===== src/rtl/fsm_seq_driver_if.sv =====
// ---------------------------------------------------------------------------
// fsm_seq_driver_if
// Bundles the controller handshake and the downstream FSM lines of the
// sequencing driver.
//   start, target   : request from the controller
//   busy, done, err : status back to the controller
//   cur_state       : driver's mirror of the downstream FSM state
//   en, a0..a3      : step enable and condition lines to the downstream FSM
//   y0, y1          : decoded outputs returned by the downstream FSM
// master = the driver itself, slave = the surrounding controller/FSM side.
// ---------------------------------------------------------------------------
interface fsm_seq_driver_if;
   logic       start;
   logic [1:0] target;
   logic       busy;
   logic       done;
   logic       err;
   logic [1:0] cur_state;
   logic       en;
   logic       a0;
   logic       a1;
   logic       a2;
   logic       a3;
   logic       y0;
   logic       y1;

   modport master (
      input  start, target, y0, y1,
      output busy, done, err, cur_state, en, a0, a1, a2, a3
   );

   modport slave (
      output start, target, y0, y1,
      input  busy, done, err, cur_state, en, a0, a1, a2, a3
   );
endinterface


===== src/rtl/fsm_seq_driver.sv =====
// ---------------------------------------------------------------------------
// fsm_seq_driver
// Walks a 4-state downstream FSM to a requested state one enabled step at a
// time, checking the decoded y0/y1 response after every step.
// Ports:
//   clk  : clock
//   rst  : synchronous active-low reset (shared with the downstream FSM)
//   bus  : fsm_seq_driver_if.master
//            start/target in, busy/done/err/cur_state out,
//            en/a0..a3 out to the FSM, y0/y1 in from the FSM
// Parameters:
//   ANY_MASK : {a3,a2,a1,a0} for S0->S1 and S1->S2 (nonzero)
//   ODD_MASK : {a3,a2,a1,a0} for S2->S3 and S3->S0 (bit1 or bit3 set)
//   SETTLE   : cycles (1..15) from the en pulse to sampling y0/y1
// ---------------------------------------------------------------------------
module fsm_seq_driver #(
   parameter logic [3:0]  ANY_MASK = 4'b0001,
   parameter logic [3:0]  ODD_MASK = 4'b0010,
   parameter int unsigned SETTLE   = 1
) (
   input  logic             clk,
   input  logic             rst,
   fsm_seq_driver_if.master bus
);

   typedef enum logic [2:0] {
      IDLE,
      PLAN,
      DRIVE,
      WAIT,
      CHECK,
      FIN
   } ctrl_t;

   // WAIT lasts SETTLE-1 cycles; the counter runs 0..SETTLE-2.
   localparam logic [3:0] WAIT_LAST = (SETTLE > 1) ? 4'(SETTLE - 2) : 4'd0;

   ctrl_t      ctrl;
   ctrl_t      ctrl_nxt;
   logic [1:0] cur_state;
   logic [1:0] cur_nxt;
   logic [3:0] cnt;
   logic [3:0] cnt_nxt;
   logic       err_q;
   logic       err_nxt;
   logic [1:0] tgt;
   logic [1:0] tgt_nxt;
   logic [1:0] hop;
   logic [1:0] hop_nxt;
   logic [3:0] mask;
   logic [3:0] mask_nxt;
   logic       exp_y0;

   // Control state: reset aborts any request and tracks the downstream reset.
   always_ff @(posedge clk) begin
      if (!rst) begin
         ctrl      <= IDLE;
         cur_state <= 2'd0;
         cnt       <= 4'd0;
         err_q     <= 1'b0;
      end else begin
         ctrl      <= ctrl_nxt;
         cur_state <= cur_nxt;
         cnt       <= cnt_nxt;
         err_q     <= err_nxt;
      end
   end

   // Request/hop holding registers; only read after being loaded.
   always_ff @(posedge clk) begin
      tgt  <= tgt_nxt;
      hop  <= hop_nxt;
      mask <= mask_nxt;
   end

   always_comb begin
      ctrl_nxt  = ctrl;
      cur_nxt   = cur_state;
      cnt_nxt   = cnt;
      err_nxt   = err_q;
      tgt_nxt   = tgt;
      hop_nxt   = hop;
      mask_nxt  = mask;
      exp_y0    = (cur_state == 2'd3);

      bus.busy      = 1'b0;
      bus.done      = 1'b0;
      bus.err       = 1'b0;
      bus.en        = 1'b0;
      bus.a0        = 1'b0;
      bus.a1        = 1'b0;
      bus.a2        = 1'b0;
      bus.a3        = 1'b0;
      bus.cur_state = cur_state;

      case (ctrl)
         IDLE: begin
            if (bus.start) begin
               tgt_nxt  = bus.target;
               err_nxt  = 1'b0;
               ctrl_nxt = PLAN;
            end
         end

         PLAN: begin
            bus.busy = 1'b1;
            if (cur_state == tgt) begin
               ctrl_nxt = FIN;
            end else begin
               // S0/S1 never see all-zero lines; the zero-line step is
               // only used from S3 as the one-hop route to S2.
               case (cur_state)
                  2'd0: begin
                     hop_nxt  = 2'd1;
                     mask_nxt = ANY_MASK;
                  end
                  2'd1: begin
                     hop_nxt  = 2'd2;
                     mask_nxt = ANY_MASK;
                  end
                  2'd2: begin
                     hop_nxt  = 2'd3;
                     mask_nxt = ODD_MASK;
                  end
                  default: begin
                     if (tgt == 2'd2) begin
                        hop_nxt  = 2'd2;
                        mask_nxt = 4'b0000;
                     end else begin
                        hop_nxt  = 2'd0;
                        mask_nxt = ODD_MASK;
                     end
                  end
               endcase
               ctrl_nxt = DRIVE;
            end
         end

         DRIVE: begin
            bus.busy = 1'b1;
            bus.en   = 1'b1;
            {bus.a3, bus.a2, bus.a1, bus.a0} = mask;
            cur_nxt  = hop;
            cnt_nxt  = 4'd0;
            ctrl_nxt = (SETTLE > 1) ? WAIT : CHECK;
         end

         WAIT: begin
            bus.busy = 1'b1;
            if (cnt == WAIT_LAST) begin
               cnt_nxt  = 4'd0;
               ctrl_nxt = CHECK;
            end else begin
               cnt_nxt  = cnt + 4'd1;
            end
         end

         CHECK: begin
            bus.busy = 1'b1;
            // y0==y1 is caught here too, since exactly one must match.
            if ((bus.y0 != exp_y0) || (bus.y1 != !exp_y0)) begin
               err_nxt  = 1'b1;
               ctrl_nxt = FIN;
            end else if (cur_state == tgt) begin
               ctrl_nxt = FIN;
            end else begin
               ctrl_nxt = PLAN;
            end
         end

         FIN: begin
            bus.done = 1'b1;
            bus.err  = err_q;
            ctrl_nxt = IDLE;
         end

         default: begin
            ctrl_nxt = IDLE;
         end
      endcase
   end

endmodule


===== src/flat_wrapper.sv =====
// flat-port wrapper written by rule: the top's interface ports become plain ports
module fsm_seq_driver_flat 
#(
   parameter logic [3:0]  ANY_MASK = 4'b0001,
   parameter logic [3:0]  ODD_MASK = 4'b0010,
   parameter int unsigned SETTLE   = 1
)
  (clk, rst, bus_start, bus_target, bus_y0, bus_y1, bus_busy, bus_done, bus_err, bus_cur_state, bus_en, bus_a0, bus_a1, bus_a2, bus_a3);
  fsm_seq_driver_if bus_i ();
  input  logic clk;
  input  logic rst;
  input wire logic [$bits(bus_i.start)-1:0] bus_start;
  input wire logic [$bits(bus_i.target)-1:0] bus_target;
  input wire logic [$bits(bus_i.y0)-1:0] bus_y0;
  input wire logic [$bits(bus_i.y1)-1:0] bus_y1;
  output wire logic [$bits(bus_i.busy)-1:0] bus_busy;
  output wire logic [$bits(bus_i.done)-1:0] bus_done;
  output wire logic [$bits(bus_i.err)-1:0] bus_err;
  output wire logic [$bits(bus_i.cur_state)-1:0] bus_cur_state;
  output wire logic [$bits(bus_i.en)-1:0] bus_en;
  output wire logic [$bits(bus_i.a0)-1:0] bus_a0;
  output wire logic [$bits(bus_i.a1)-1:0] bus_a1;
  output wire logic [$bits(bus_i.a2)-1:0] bus_a2;
  output wire logic [$bits(bus_i.a3)-1:0] bus_a3;
  assign bus_i.start = bus_start;
  assign bus_i.target = bus_target;
  assign bus_i.y0 = bus_y0;
  assign bus_i.y1 = bus_y1;
  assign bus_busy = bus_i.busy;
  assign bus_done = bus_i.done;
  assign bus_err = bus_i.err;
  assign bus_cur_state = bus_i.cur_state;
  assign bus_en = bus_i.en;
  assign bus_a0 = bus_i.a0;
  assign bus_a1 = bus_i.a1;
  assign bus_a2 = bus_i.a2;
  assign bus_a3 = bus_i.a3;
  fsm_seq_driver #(.ANY_MASK(ANY_MASK), .ODD_MASK(ODD_MASK), .SETTLE(SETTLE)) u_core (.clk(clk), .rst(rst), .bus(bus_i));
endmodule

===== config.mk =====
export PLATFORM = sky130hd
export DESIGN_NAME = fsm_seq_driver_flat
export DESIGN_NICKNAME = d
export VERILOG_FILES = /design/src/rtl/fsm_seq_driver_if.sv /design/src/rtl/fsm_seq_driver.sv /design/src/flat_wrapper.sv
export SDC_FILE = /design/constraint.sdc
export NUM_CORES = 1
export LEC_CHECK = 0
export BUFFER_PORTS_ARGS = -buffer_cell sky130_fd_sc_hd__buf_2
export CAP_MARGIN = 20
export CORE_ASPECT_RATIO = 1.25
export CORE_UTILIZATION = 50
export CTS_BUF_LIST = sky130_fd_sc_hd__clkbuf_16
export DETAILED_ROUTE_END_ITERATION = 6
export HOLD_SLACK_MARGIN = 0.15
export PLACE_DENSITY = 0.73
export SYNTH_ARGS = -nofsm -noshare
export SYNTH_HDL_FRONTEND = slang
export SYNTH_SLANG_ARGS = --single-unit

===== constraint.sdc =====
create_clock -name clk -period 1.85 [get_ports clk]
set_clock_uncertainty 0.05 [all_clocks]
set_input_delay 0 -clock clk [delete_from_list [all_inputs] [get_ports clk]]
set_output_delay 0 -clock clk [all_outputs]
set_load 0.02 [all_outputs]

==> flow_metrics.py <==
metrics = {
    "placed_design": {
        "portBuffers": 14,
        "post-place-ws_ns": 0.308,
        "place.gp.congestion": 0.820,
        "hpwl_mm": 1.19,
        "post_dp_cell_area_um2": 940,
        "dp_cells": 121,
    },
    "clock_network": {
        "ctsHoldBuffers": 5,
        "cts_buffers": 3,
        "post_cts_buffers": 0,
        "clkLatencyLatePin_ns": 0.25,
        "root_buffer": "clkbuf_16",
        "path_clk_slew_ns": 0.05,
        "cts_resized": 0,
        "cts_tree": "built",
        "htree_levels": 1,
        "cts_sinks": 16,
        "clk_path_buf_depth": 2,
    },
    "worst_setup_path": {
        "cp.arrival_ns": 1.64,
        "critical_path_required_ns": 1.94,
        "critPathBufInv": 2,
        "crit_chain": "inv_1, ha_1, inv_1, o311a_2, a41o_1, and3_1",
        "cp-startpoint": "u_core.cnt[0]$_SDFFE_PN0N_",
        "crit_path_frequent_cell": "inv_1",
        "cpMaxStageDelayCell": "o311a_2",
        "cp-start-kind": "flip-flop",
        "r2r_start": "u_core.cnt[0]$_SDFFE_PN0N_",
        "endpoint_kind": "flip-flop",
        "crit_family": "compound AO/OA/AOI/OAI gates",
        "cp_max_fo": 6,
        "critPathKind": "reg -> reg",
        "critPathMaxStageDelay_ns": 0.38,
    },
    "grt": {
        "overflow": 0,
        "grt_max_degree": 12,
        "grt_pass1_wl_mm": 2.61,
        "grt_usage_pct": 20.0,
        "grt_pass1_vias": 644,
        "antenna_found_initial": 0,
    },
    "synth": {
        "synth_common_cells": "dfxtp_1 (10), nor2_1 (9), inv_1 (7)",
        "async_reset_ff_share_pct": 0,
        "synth_area_leaders": "dfxtp_1 (23%), edfxtp_1 (21%), ha_1 (8.7%), nor2_1 (3.9%), a21boi_0 (3.5%)",
        "synth_compound_area_share_pct": 16.1,
        "synthAdderAreaFrac_pct": 8.72,
        "ys_warn_count": 0,
        "syn_area_um2": 861,
        "post_synth_num_cell_types": 33,
        "netlist_instances": 91,
        "synth_top_family_by_area": "simple AND/OR/NAND/NOR gates",
        "synthFlopType": "dfxtp_1",
        "synth.mux.area_fraction_pct": 0,
        "synth-simple-area-share_pct": 21.5,
        "synth_seq_area_share_pct": 44.2,
        "yosysMostFrequentCell": "dfxtp_1",
        "synth_top_area_share_pct": 23.3,
        "synth_edf_count": 6,
        "synthXorXnorAreaFrac_pct": 3.05,
        "yosys.area.top_type": "dfxtp_1",
        "synth_seq_cells": 16,
        "avgSynthCellArea_um2": 9.46,
    },
    "finish": {
        "fin_cells": 130,
        "final-seq-area_um2": 380,
        "final_nets": 126,
        "diodes": 0,
        "multi_input_area_um2": 433,
        "design_area_um2": 1070,
        "fillers": 127,
        "area_growth_pct": 24.1,
        "drive_gt1_share_pct": 19.6,
    },
    "drt": {
        "routedWlPerCell_um": 12.7,
        "vias_per_cell": 5.33,
        "vias": 693,
        "dr.pass1.iters": 4,
        "ant_nets": 0,
        "drt_iter0_drc": 26,
        "routed_wl_mm": 1.66,
        "drc": 0,
    },
    "timing": {
        "period_needed_ns": 1.55,
        "relSlewSlack_pct": 62.7,
        "layout_setup_ws_ns": 0.297,
        "rsz0062_at_grt": "false",
        "max_freq_ghz": 0.644,
        "final.period_utilization_pct": 84.0,
        "worst_pin_slew_ns": 0.553,
        "fin_tns_setup_ns": 0,
        "setup_viol": 0,
        "final-hold-violation-count": 0,
        "slew_violations": 0,
    },
    "floorplan": {
        "num_io_pins": 17,
        "die_h_um": 48.4,
        "rows": 16,
        "core_area_um2": 1580,
        "dieArea_um2": 1890,
        "die_x_um": 39.1,
        "start_util_pct": 54.4,
    },
    "worst_hold_path": {
        "hold_path.class": "in -> reg",
        "hold_start": "bus_y0",
    },
    "power_and_ir_drop": {
        "power_mw": 0.972,
        "sw_frac_of_total_pct": 24.2,
        "power_frac_clock_pct": 43.3,
        "p_switching_mw": 0.235,
        "powerDensity_nw_per_um2": 910,
        "comb_power_share_pct": 14.0,
        "p_leak_nw": 0.471,
        "ir_worst_vdd_uv": 736,
        "seqPwrFrac_pct": 42.7,
        "internal_power_mw": 0.737,
    },
    "outcome": {
        "status": "finished clean",
    },
    "job": {
        "cap_violations": 0,
    },
}
## flip-flops by register name (all words and copies together), names as in the netlist
name                  count
u_core.ctrl               3
u_core.bus.cur_state      2
u_core.mask               2
u_core.err_q              1
u_core.cnt                4
u_core.hop                2
u_core.tgt                2
## layer usage
| metal | vias up | GRT usage [%] | wire (um) |
|---|---|---|---|
| met2 | 19 | 31.1 | 839 |
| met5 | - | 0 | 0 |
| li1 | 354 | - | - |
| met3 | 5 | 1.38 | 49 |
| met4 | 0 | 13.8 | 53 |
| met1 | 315 | 25.2 | 713 |
## power by group through the flow
stage | Combinational [mW] | Clock (mW) | Sequential (mW)
CTS | 0.136 | 0.425 | 0.415
global route | 0.148 | 0.440 | 0.418
global placement | 0.126 | 0 | 0.421
floorplan | 0.103 | 0 | 0.409
finish | 0.136 | 0.421 | 0.415
detailed placement | 0.127 | 0 | 0.422
## cells by family after synthesis
family	after synthesis
buffers and inverters	11
AND/OR/NAND/NOR	34
other	1
AO/OA/AOI/OAI	20
adder cells (fa/ha/maj)	6
flip-flops	16
XOR/XNOR	3
## stage by stage
| step | hold WS, ns | util (%) |
|---|---|---|
| floorplan | 0.0489 | - |
| global placement | 0.127 | 59.4 |
| detailed placement | 0.131 | 59.4 |
| CTS | 0.227 | 67.6 |
| global route | 0.284 | 67.6 |
| finish | 0.232 | 67.6 |
## cell usage in the layout, fill, tap and decap left out, types with 3 or more instances in the layout
master / n
nor3_1: 3
ha_1: 6
and2_1: 3
nor2_1: 9
nand2_1: 4
dlygate4sd3_1: 5
a21boi_0: 4
buf_2: 14
o21ai_0: 5
inv_1: 8
dfxtp_1: 10
edfxtp_1: 6
clkbuf_16: 3
nand3_1: 3
a21oi_1: 3
## path summary, 6_finish.rpt
check,cells after the start,slack [ns],to
max,6,0.30,u_core.cnt[3]$_SDFFE_PN0N_
min,5,0.23,u_core.err_q$_SDFFE_PN0P_
max reg2reg,6,0.30,u_core.cnt[3]$_SDFFE_PN0N_
min reg2reg,2,0.48,u_core.cnt[1]$_SDFFE_PN0N_
## worst reg2reg max path: stages (launching register included)
cell,delay [ns]
dfxtp_1,0.34
inv_1,0.10
ha_1,0.15
inv_1,0.03
o311a_2,0.38
a41o_1,0.25
and3_1,0.15
## final cells by class
cell class / instances / share of cell area [%]
Multi-Input combinational cell: 65 / 40.5
Clock inverter: 1 / 0.351
Clock buffer: 3 / 7.03
Timing Repair Buffer: 20 / 11.9
Sequential cell: 16 / 35.6
Tap cell: 18 / 2.11
Inverter: 7 / 2.46
No activity file was read; power rests on OpenSTA's default activity.
